===== src/rtl/rd_lane_monitor.sv =====
// Multi-lane 8b/10b running-disparity monitor: per-lane RD tracking, disparity/code
// violation pulses, saturating error counters and an acquire/check/locked state machine.
module rd_lane_monitor #(
   parameter int NUM_LANES     = 4,
   parameter int SYM_W         = 10,
   parameter int ERR_CNT_W     = 8,
   parameter int LOCK_THRESH   = 16,
   parameter int UNLOCK_THRESH = 4
) (
   input  logic                           clk_i,
   input  logic                           rst_i,
   input  logic [NUM_LANES-1:0]           symbol_valid_i,
   input  logic [NUM_LANES*SYM_W-1:0]     symbols_i,
   input  logic                           clear_cnt_i,
   output logic [NUM_LANES-1:0]           disparity_negative_o,
   output logic [NUM_LANES-1:0]           disp_err_o,
   output logic [NUM_LANES-1:0]           code_err_o,
   output logic [NUM_LANES-1:0]           lane_locked_o,
   output logic [NUM_LANES*ERR_CNT_W-1:0] err_cnt_o
);

   localparam int HALF = SYM_W / 2;
   localparam int CW   = $clog2(SYM_W + 1);
   localparam int GW   = $clog2(LOCK_THRESH + 1);
   localparam int BW   = $clog2(UNLOCK_THRESH + 1);

   typedef enum logic [1:0] {ACQUIRE, CHECK, LOCKED} state_t;

   state_t                state_q [NUM_LANES];
   state_t                state_d [NUM_LANES];
   logic [GW-1:0]         good_q  [NUM_LANES];
   logic [GW-1:0]         good_d  [NUM_LANES];
   logic [BW-1:0]         bad_q   [NUM_LANES];
   logic [BW-1:0]         bad_d   [NUM_LANES];
   logic [ERR_CNT_W-1:0]  cnt_p1  [NUM_LANES];
   logic [ERR_CNT_W-1:0]  cnt_d   [NUM_LANES];
   logic [NUM_LANES-1:0]  rd_neg_p1, rd_neg_d;
   logic [NUM_LANES-1:0]  disp_err_p1, code_err_p1;
   logic [NUM_LANES-1:0]  is_p_p0, is_n_p0, is_z_p0;
   logic [NUM_LANES-1:0]  code_e_p0, disp_e_p0;

   function automatic logic [CW-1:0] count_ones(input logic [SYM_W-1:0] s);
      count_ones = '0;
      for (int i = 0; i < SYM_W; i++) count_ones = count_ones + CW'(s[i]);
   endfunction

   function automatic logic [ERR_CNT_W-1:0] sat_inc(input logic [ERR_CNT_W-1:0] v);
      sat_inc = (&v) ? v : v + ERR_CNT_W'(1);
   endfunction

   // Stage 0: classify each lane's symbol against its current RD and state
   for (genvar k = 0; k < NUM_LANES; k++) begin : g_lane
      logic [CW-1:0] ones_p0;
      assign ones_p0      = count_ones(symbols_i[k*SYM_W +: SYM_W]);
      assign is_p_p0[k]   = (ones_p0 == CW'(HALF + 1));
      assign is_n_p0[k]   = (ones_p0 == CW'(HALF - 1));
      assign is_z_p0[k]   = (ones_p0 == CW'(HALF));
      assign code_e_p0[k] = symbol_valid_i[k] & ~(is_p_p0[k] | is_n_p0[k] | is_z_p0[k]);
      assign disp_e_p0[k] = symbol_valid_i[k] & (state_q[k] != ACQUIRE) &
                            ((is_p_p0[k] & ~rd_neg_p1[k]) | (is_n_p0[k] & rd_neg_p1[k]));
      assign lane_locked_o[k]                       = (state_q[k] == LOCKED);
      assign err_cnt_o[k*ERR_CNT_W +: ERR_CNT_W]    = cnt_p1[k];
   end

   always_comb begin
      for (int k = 0; k < NUM_LANES; k++) begin
         state_d[k] = state_q[k];
         good_d[k]  = good_q[k];
         bad_d[k]   = bad_q[k];
         cnt_d[k]   = cnt_p1[k];
         rd_neg_d[k] = rd_neg_p1[k];
         if (symbol_valid_i[k]) begin
            // RD resyncs to the received symbol even when it was in error
            if (is_p_p0[k]) rd_neg_d[k] = 1'b0;
            if (is_n_p0[k]) rd_neg_d[k] = 1'b1;
            unique case (state_q[k])
               ACQUIRE: begin
                  if (is_p_p0[k] | is_n_p0[k]) begin
                     good_d[k]  = GW'(1);
                     bad_d[k]   = '0;
                     state_d[k] = (LOCK_THRESH == 1) ? LOCKED : CHECK;
                  end
               end
               CHECK: begin
                  if (code_e_p0[k] | disp_e_p0[k]) begin
                     good_d[k] = '0;
                  end else if (good_q[k] == GW'(LOCK_THRESH - 1)) begin
                     good_d[k]  = '0;
                     bad_d[k]   = '0;
                     state_d[k] = LOCKED;
                  end else begin
                     good_d[k] = good_q[k] + GW'(1);
                  end
               end
               LOCKED: begin
                  if (code_e_p0[k] | disp_e_p0[k]) begin
                     if (bad_q[k] == BW'(UNLOCK_THRESH - 1)) begin
                        good_d[k]   = '0;
                        bad_d[k]    = '0;
                        rd_neg_d[k] = 1'b1;
                        state_d[k]  = ACQUIRE;
                     end else begin
                        bad_d[k] = bad_q[k] + BW'(1);
                     end
                  end else begin
                     bad_d[k] = '0;
                  end
               end
               default: state_d[k] = ACQUIRE;
            endcase
            if (code_e_p0[k] | disp_e_p0[k]) cnt_d[k] = sat_inc(cnt_p1[k]);
         end
         if (clear_cnt_i) cnt_d[k] = '0;
      end
   end

   // Stage 1: registered lane state and outputs
   always_ff @(posedge clk_i) begin
      if (rst_i) begin
         for (int k = 0; k < NUM_LANES; k++) begin
            state_q[k] <= ACQUIRE;
            good_q[k]  <= '0;
            bad_q[k]   <= '0;
            cnt_p1[k]  <= '0;
         end
         rd_neg_p1   <= '1;
         disp_err_p1 <= '0;
         code_err_p1 <= '0;
      end else begin
         for (int k = 0; k < NUM_LANES; k++) begin
            state_q[k] <= state_d[k];
            good_q[k]  <= good_d[k];
            bad_q[k]   <= bad_d[k];
            cnt_p1[k]  <= cnt_d[k];
         end
         rd_neg_p1   <= rd_neg_d;
         disp_err_p1 <= disp_e_p0;
         code_err_p1 <= code_e_p0;
      end
   end

   assign disparity_negative_o = rd_neg_p1;
   assign disp_err_o           = disp_err_p1;
   assign code_err_o           = code_err_p1;

endmodule


===== config.mk =====
export PLATFORM = sky130hd
export DESIGN_NAME = rd_lane_monitor
export DESIGN_NICKNAME = d
export VERILOG_FILES = /design/src/rtl/rd_lane_monitor.sv
export SDC_FILE = /design/constraint.sdc
export NUM_CORES = 1
export LEC_CHECK = 0
export BUFFER_PORTS_ARGS = -buffer_cell sky130_fd_sc_hd__buf_2
export CORE_UTILIZATION = 40
export DETAILED_ROUTE_END_ITERATION = 12
export GPL_TIMING_DRIVEN = 0
export PLACE_DENSITY_LB_ADDON = 0.1
export SYNTH_ARGS = -nofsm -noshare
export SYNTH_HDL_FRONTEND = slang
export SYNTH_SLANG_ARGS = --single-unit

===== constraint.sdc =====
create_clock -name clk_i -period 6.7 [get_ports clk_i]
set_input_delay 1.34 -clock clk_i [delete_from_list [all_inputs] [get_ports clk_i]]
set_output_delay 1.34 -clock clk_i [all_outputs]
set_load 0.005 [all_outputs]

==> parameters.txt <==
Parameter                              Value

Setup path
  Sequence of cells on the critical path    buf_2 -> fa_1 -> fa_1 -> inv_1 -> fa_1 -> inv_1 -> ha_1 -> fa_1 -> or3b_1 -> a21oi_4 -> o31ai_2 -> or3b_1 -> a31oi_2 -> mux2i_1
  Worst stage delay on the critical path    between 0.5 and 0.6 ns
  Crit start category    input pin
  Required time of the critical path    between 6 and 7 ns
  CP dominant cell by count    sky130_fd_sc_hd__fa_1
  Reg-to-reg critical path startpoint    state_q[3][0]
  Worst Setup Path Type    input pin to register
  Kind of end point of the critical path    register
  Slowest-stage cell, CP    sky130_fd_sc_hd__fa_1
  Peak fanout along the critical path    8
  Worst endpoint data arrival time    between 5 and 6 ns
  First element of the critical path    symbols_i[10]

Floorplan
  Vertical die dimension    between 100 and 150 um
  Initial core utilization    0.414
  Std cell rows    42
  Die outline width    120 um
  Core Region    approximately 13,000 sq um
  Area enclosed by the die boundary    14,300 sq um
  Total I/O pin count    between 90 and 100

Global route
  GRT Resource Usage Total    0.189
  Routing layer with the top usage in global route    met2
  Antenna violations before repair    0
  Met1 track demand over resource    0.242
  Met3 layer usage reported by global route    0.0475
  Remaining Overflow, GRT    0
  Maximum number of pins on one net before global-route repair    16
  Wire length of the first global-routing pass    21,800 um
  Number of global-route vias before repair    about 4,700
  Met2 track utilization from global routing    0.320

Clocking
  Number of buffers on the longest clock path    2
  Register clock-pin slew on the reported worst setup and hold paths    approximately 0.06 ns
  Post-cts sizing count    0
  Clock network latency to the later pin of the worst-skew pair    0.35 ns
  Post CTS Setup Buffer Count    0
  Cell at the root of the clock tree    sky130_fd_sc_hd__clkbuf_16
  Clock tree sinks    84
  TritonCTS clock tree    built
  Hold-fix buffer count after cts    0
  CTS buffer count    9
  H-Tree Depth    3

Placement
  Final GP Congestion    approximately 0.80
  Detailed placer's ending HPWL    ~9800 um
  Pre-CTS setup slack    ~1.1 ns
  Number of input and output port buffers inserted    93

Layout
  Fin util    0.488
  Fraction of final layout cells sized beyond drive strength 1    0.188
  Number of nets in the final layout    a little over 800
  ANT cells    0
  Area grow syn2layout    17.8%

STA
  Min cycle time layout    ~5.2 ns
  Final critical-path setup slack    around 1.5 ns
  Finish-stage setup viols    0
  Tightest Pin Transition    a little over 0.8 ns
  Normalized max-slew margin    0.463
  Sum Neg Setup Slack    0 ns
  Final slew viol count    0
  Period utilization    0.780
  Final hold vios    0
  FMAX    191 MHz
  Final Skew    about 0.012 ns
  RSZ-0062 raised after global routing    false

Synthesis
  Synthesized netlist net count    roughly 720
  Count of different cell masters after synthesis    72
  Post-synth design cell area    about 5500 sq um
  Xor-xnor portion of the synthesized cell area    0.0444
  Number of warnings reported in the yosys synthesis log    0
  Post-synthesis cell count    between 600 and 700
  Primary FF master, synth    sky130_fd_sc_hd__dfxtp_1
  Dominant combinational cell family by area after synthesis    simple AND/OR/NAND/NOR gates
  Number of synthesized register bits    84
  Number of flops mapped to enable cells by yosys    0
  Share of synthesized flip-flops with an asynchronous set or reset    0
  Area contributors post-synth    sky130_fd_sc_hd__dfxtp_1, sky130_fd_sc_hd__fa_1, sky130_fd_sc_hd__ha_1
  Part of the Yosys area used for sequential elements    0.304
  Avg Synthesized Cell Area    about 9 sq um
  Top cell type's share of synthesized area    0.304
  Multiplexer share of the synthesized area    0.0217
  Cell accounting for the most synthesized area    sky130_fd_sc_hd__dfxtp_1
  Simple-Gate Fraction of Synth Area    0.258
  Adder and majority cell fraction of the synthesized area    0.173
  Compound-cell area share of the yosys netlist    0.159

Routing
  DRC errors left    0
  Initial DRC Count    190
  Post-detailed-route via-to-cell ratio    between 5 and 6
  Remaining antenna violation count    0
  Post-detailed-route wirelength per cell    ~15 um
  First-pass DRT Iterations    5
  Via count    4,829
  Routed wire length    ~13,000 um

Power and ir drop
  Total power of the final layout    around 1.9 mW
  Worst VDD drop    0.000163 V
  Cell leakage power    roughly 2.7 nW
  Cell Pwr Density    ~290 nW/um^2

Status
  Result of the run    finished, final reports clean

Job
  Max-cap viol count    0

Min path
  Worst min-delay path class    register to register
  Critical hold path startpoint    bad_q[3][2]
## cells by family (layout without fill, tap and decap cells)
| group | count (synthesis) | count (layout) |
|---|---|---|
| simple gates | 261 | 261 |
| compound gates | 109 | 109 |
| flops | 84 | 84 |
| fa+ha+maj | 62 | 62 |
| buf+inv | 57 | 166 |
| xor+xnor | 28 | 28 |
| mux | 12 | 12 |
## metal layers
layer  vias to the layer above  part of all wire  routed length [um]
met3                         9             0.039                 505
met4                         0            0.0093                 121
met2                       101              0.47                6180
li1                       2414                 -                   -
met5                         -                 0                   0
met1                      2305              0.48                6230
## final cells by class
class,instances,area (sq um)
Fill cell,1314,6840
Multi-Input combinational cell,472,3630
Sequential cell,84,1680
Timing Repair Buffer,93,465
Clock buffer,11,253
Tap cell,176,220
Inverter,40,150
Buffer,17,66.3
Clock inverter,5,43.8
## final timing paths
path | depth (start not counted) | slack [ns] | endpoint
min reg2reg | 2 | 0.44 | bad_q[3][2]
max reg2reg | 8 | 4.23 | cnt_p1[3][6]
max | 14 | 1.48 | state_q[1][0]
min | 2 | 0.44 | bad_q[3][2]
## flip-flops by register name, summed over array words and instances, names as in the netlist
signal and flops:
cnt_p1 32, bad_q 12, state_q 8, code_err_o 4, disp_err_o 4, good_q 20, disparity_negative_o 4
## cell usage in the layout, fill, tap and decap left out, types with 11 or more instances in the layout
master                     count
sky130_fd_sc_hd__xnor2_1      19
sky130_fd_sc_hd__nor3b_1      12
sky130_fd_sc_hd__dfxtp_1      84
sky130_fd_sc_hd__ha_1         38
sky130_fd_sc_hd__a21oi_1      19
sky130_fd_sc_hd__nor3_1       18
sky130_fd_sc_hd__nand2b_1     11
sky130_fd_sc_hd__buf_2        95
sky130_fd_sc_hd__nand3_1      27
sky130_fd_sc_hd__nor2_1       62
sky130_fd_sc_hd__mux2i_1      12
sky130_fd_sc_hd__clkbuf_1     15
sky130_fd_sc_hd__nand2_1      40
sky130_fd_sc_hd__inv_1        39
sky130_fd_sc_hd__fa_1         24
sky130_fd_sc_hd__nor2b_1      12
sky130_fd_sc_hd__o21ai_0      11
## through the flow
step / cells / hold slack, ns / instance area (sq um)
detailed placement: 882 / 0.428 / 6210
CTS: 898 / 0.437 / 6510
floorplan: 613 / 0.412 / 5530
global placement: 882 / 0.424 / 6210
global route: 898 / 0.457 / 6510
finish: 898 / 0.438 / 6510
## synth_stat cells (5+ instances only)
library cell               number
sky130_fd_sc_hd__clkbuf_1      15
sky130_fd_sc_hd__o21ai_1        5
sky130_fd_sc_hd__a21oi_1       19
sky130_fd_sc_hd__or3_1          9
sky130_fd_sc_hd__and4_1         6
sky130_fd_sc_hd__nand2b_1      11
sky130_fd_sc_hd__xor2_1         9
sky130_fd_sc_hd__nor2_1        62
sky130_fd_sc_hd__o21ai_0       11
sky130_fd_sc_hd__or2_2          7
sky130_fd_sc_hd__nor3b_1       12
sky130_fd_sc_hd__ha_1          38
sky130_fd_sc_hd__a311oi_1       5
sky130_fd_sc_hd__nand4_1        9
sky130_fd_sc_hd__inv_1         39
sky130_fd_sc_hd__nand2_1       40
sky130_fd_sc_hd__nor4_1         7
sky130_fd_sc_hd__nor4b_1        7
sky130_fd_sc_hd__and3_1         9
sky130_fd_sc_hd__a31oi_1        9
sky130_fd_sc_hd__o31a_1         5
sky130_fd_sc_hd__xnor2_1       19
sky130_fd_sc_hd__nor3_1        18
sky130_fd_sc_hd__mux2i_1       12
sky130_fd_sc_hd__fa_1          24
sky130_fd_sc_hd__nand3_1       27
sky130_fd_sc_hd__dfxtp_1       84
sky130_fd_sc_hd__nor2b_1       12
## worst max-delay path: cells and delay by family
| family | cells | cell delay [ns] |
|---|---|---|
| buffers and inverters | 3 | 0.20 |
| adders and majority gates | 5 | 2.25 |
| muxes | 1 | 0.22 |
| and+or+nand+nor | 2 | 0.84 |
| AOI/OAI and AO/OA | 3 | 0.63 |
## report_power, final
group	internal, mW	switching (mW)
Combinational	0.320	0.477
Sequential	0.536	0.0396
Clock	0.275	0.214
Total	1.13	0.731
No activity file was read; power rests on OpenSTA's default activity.
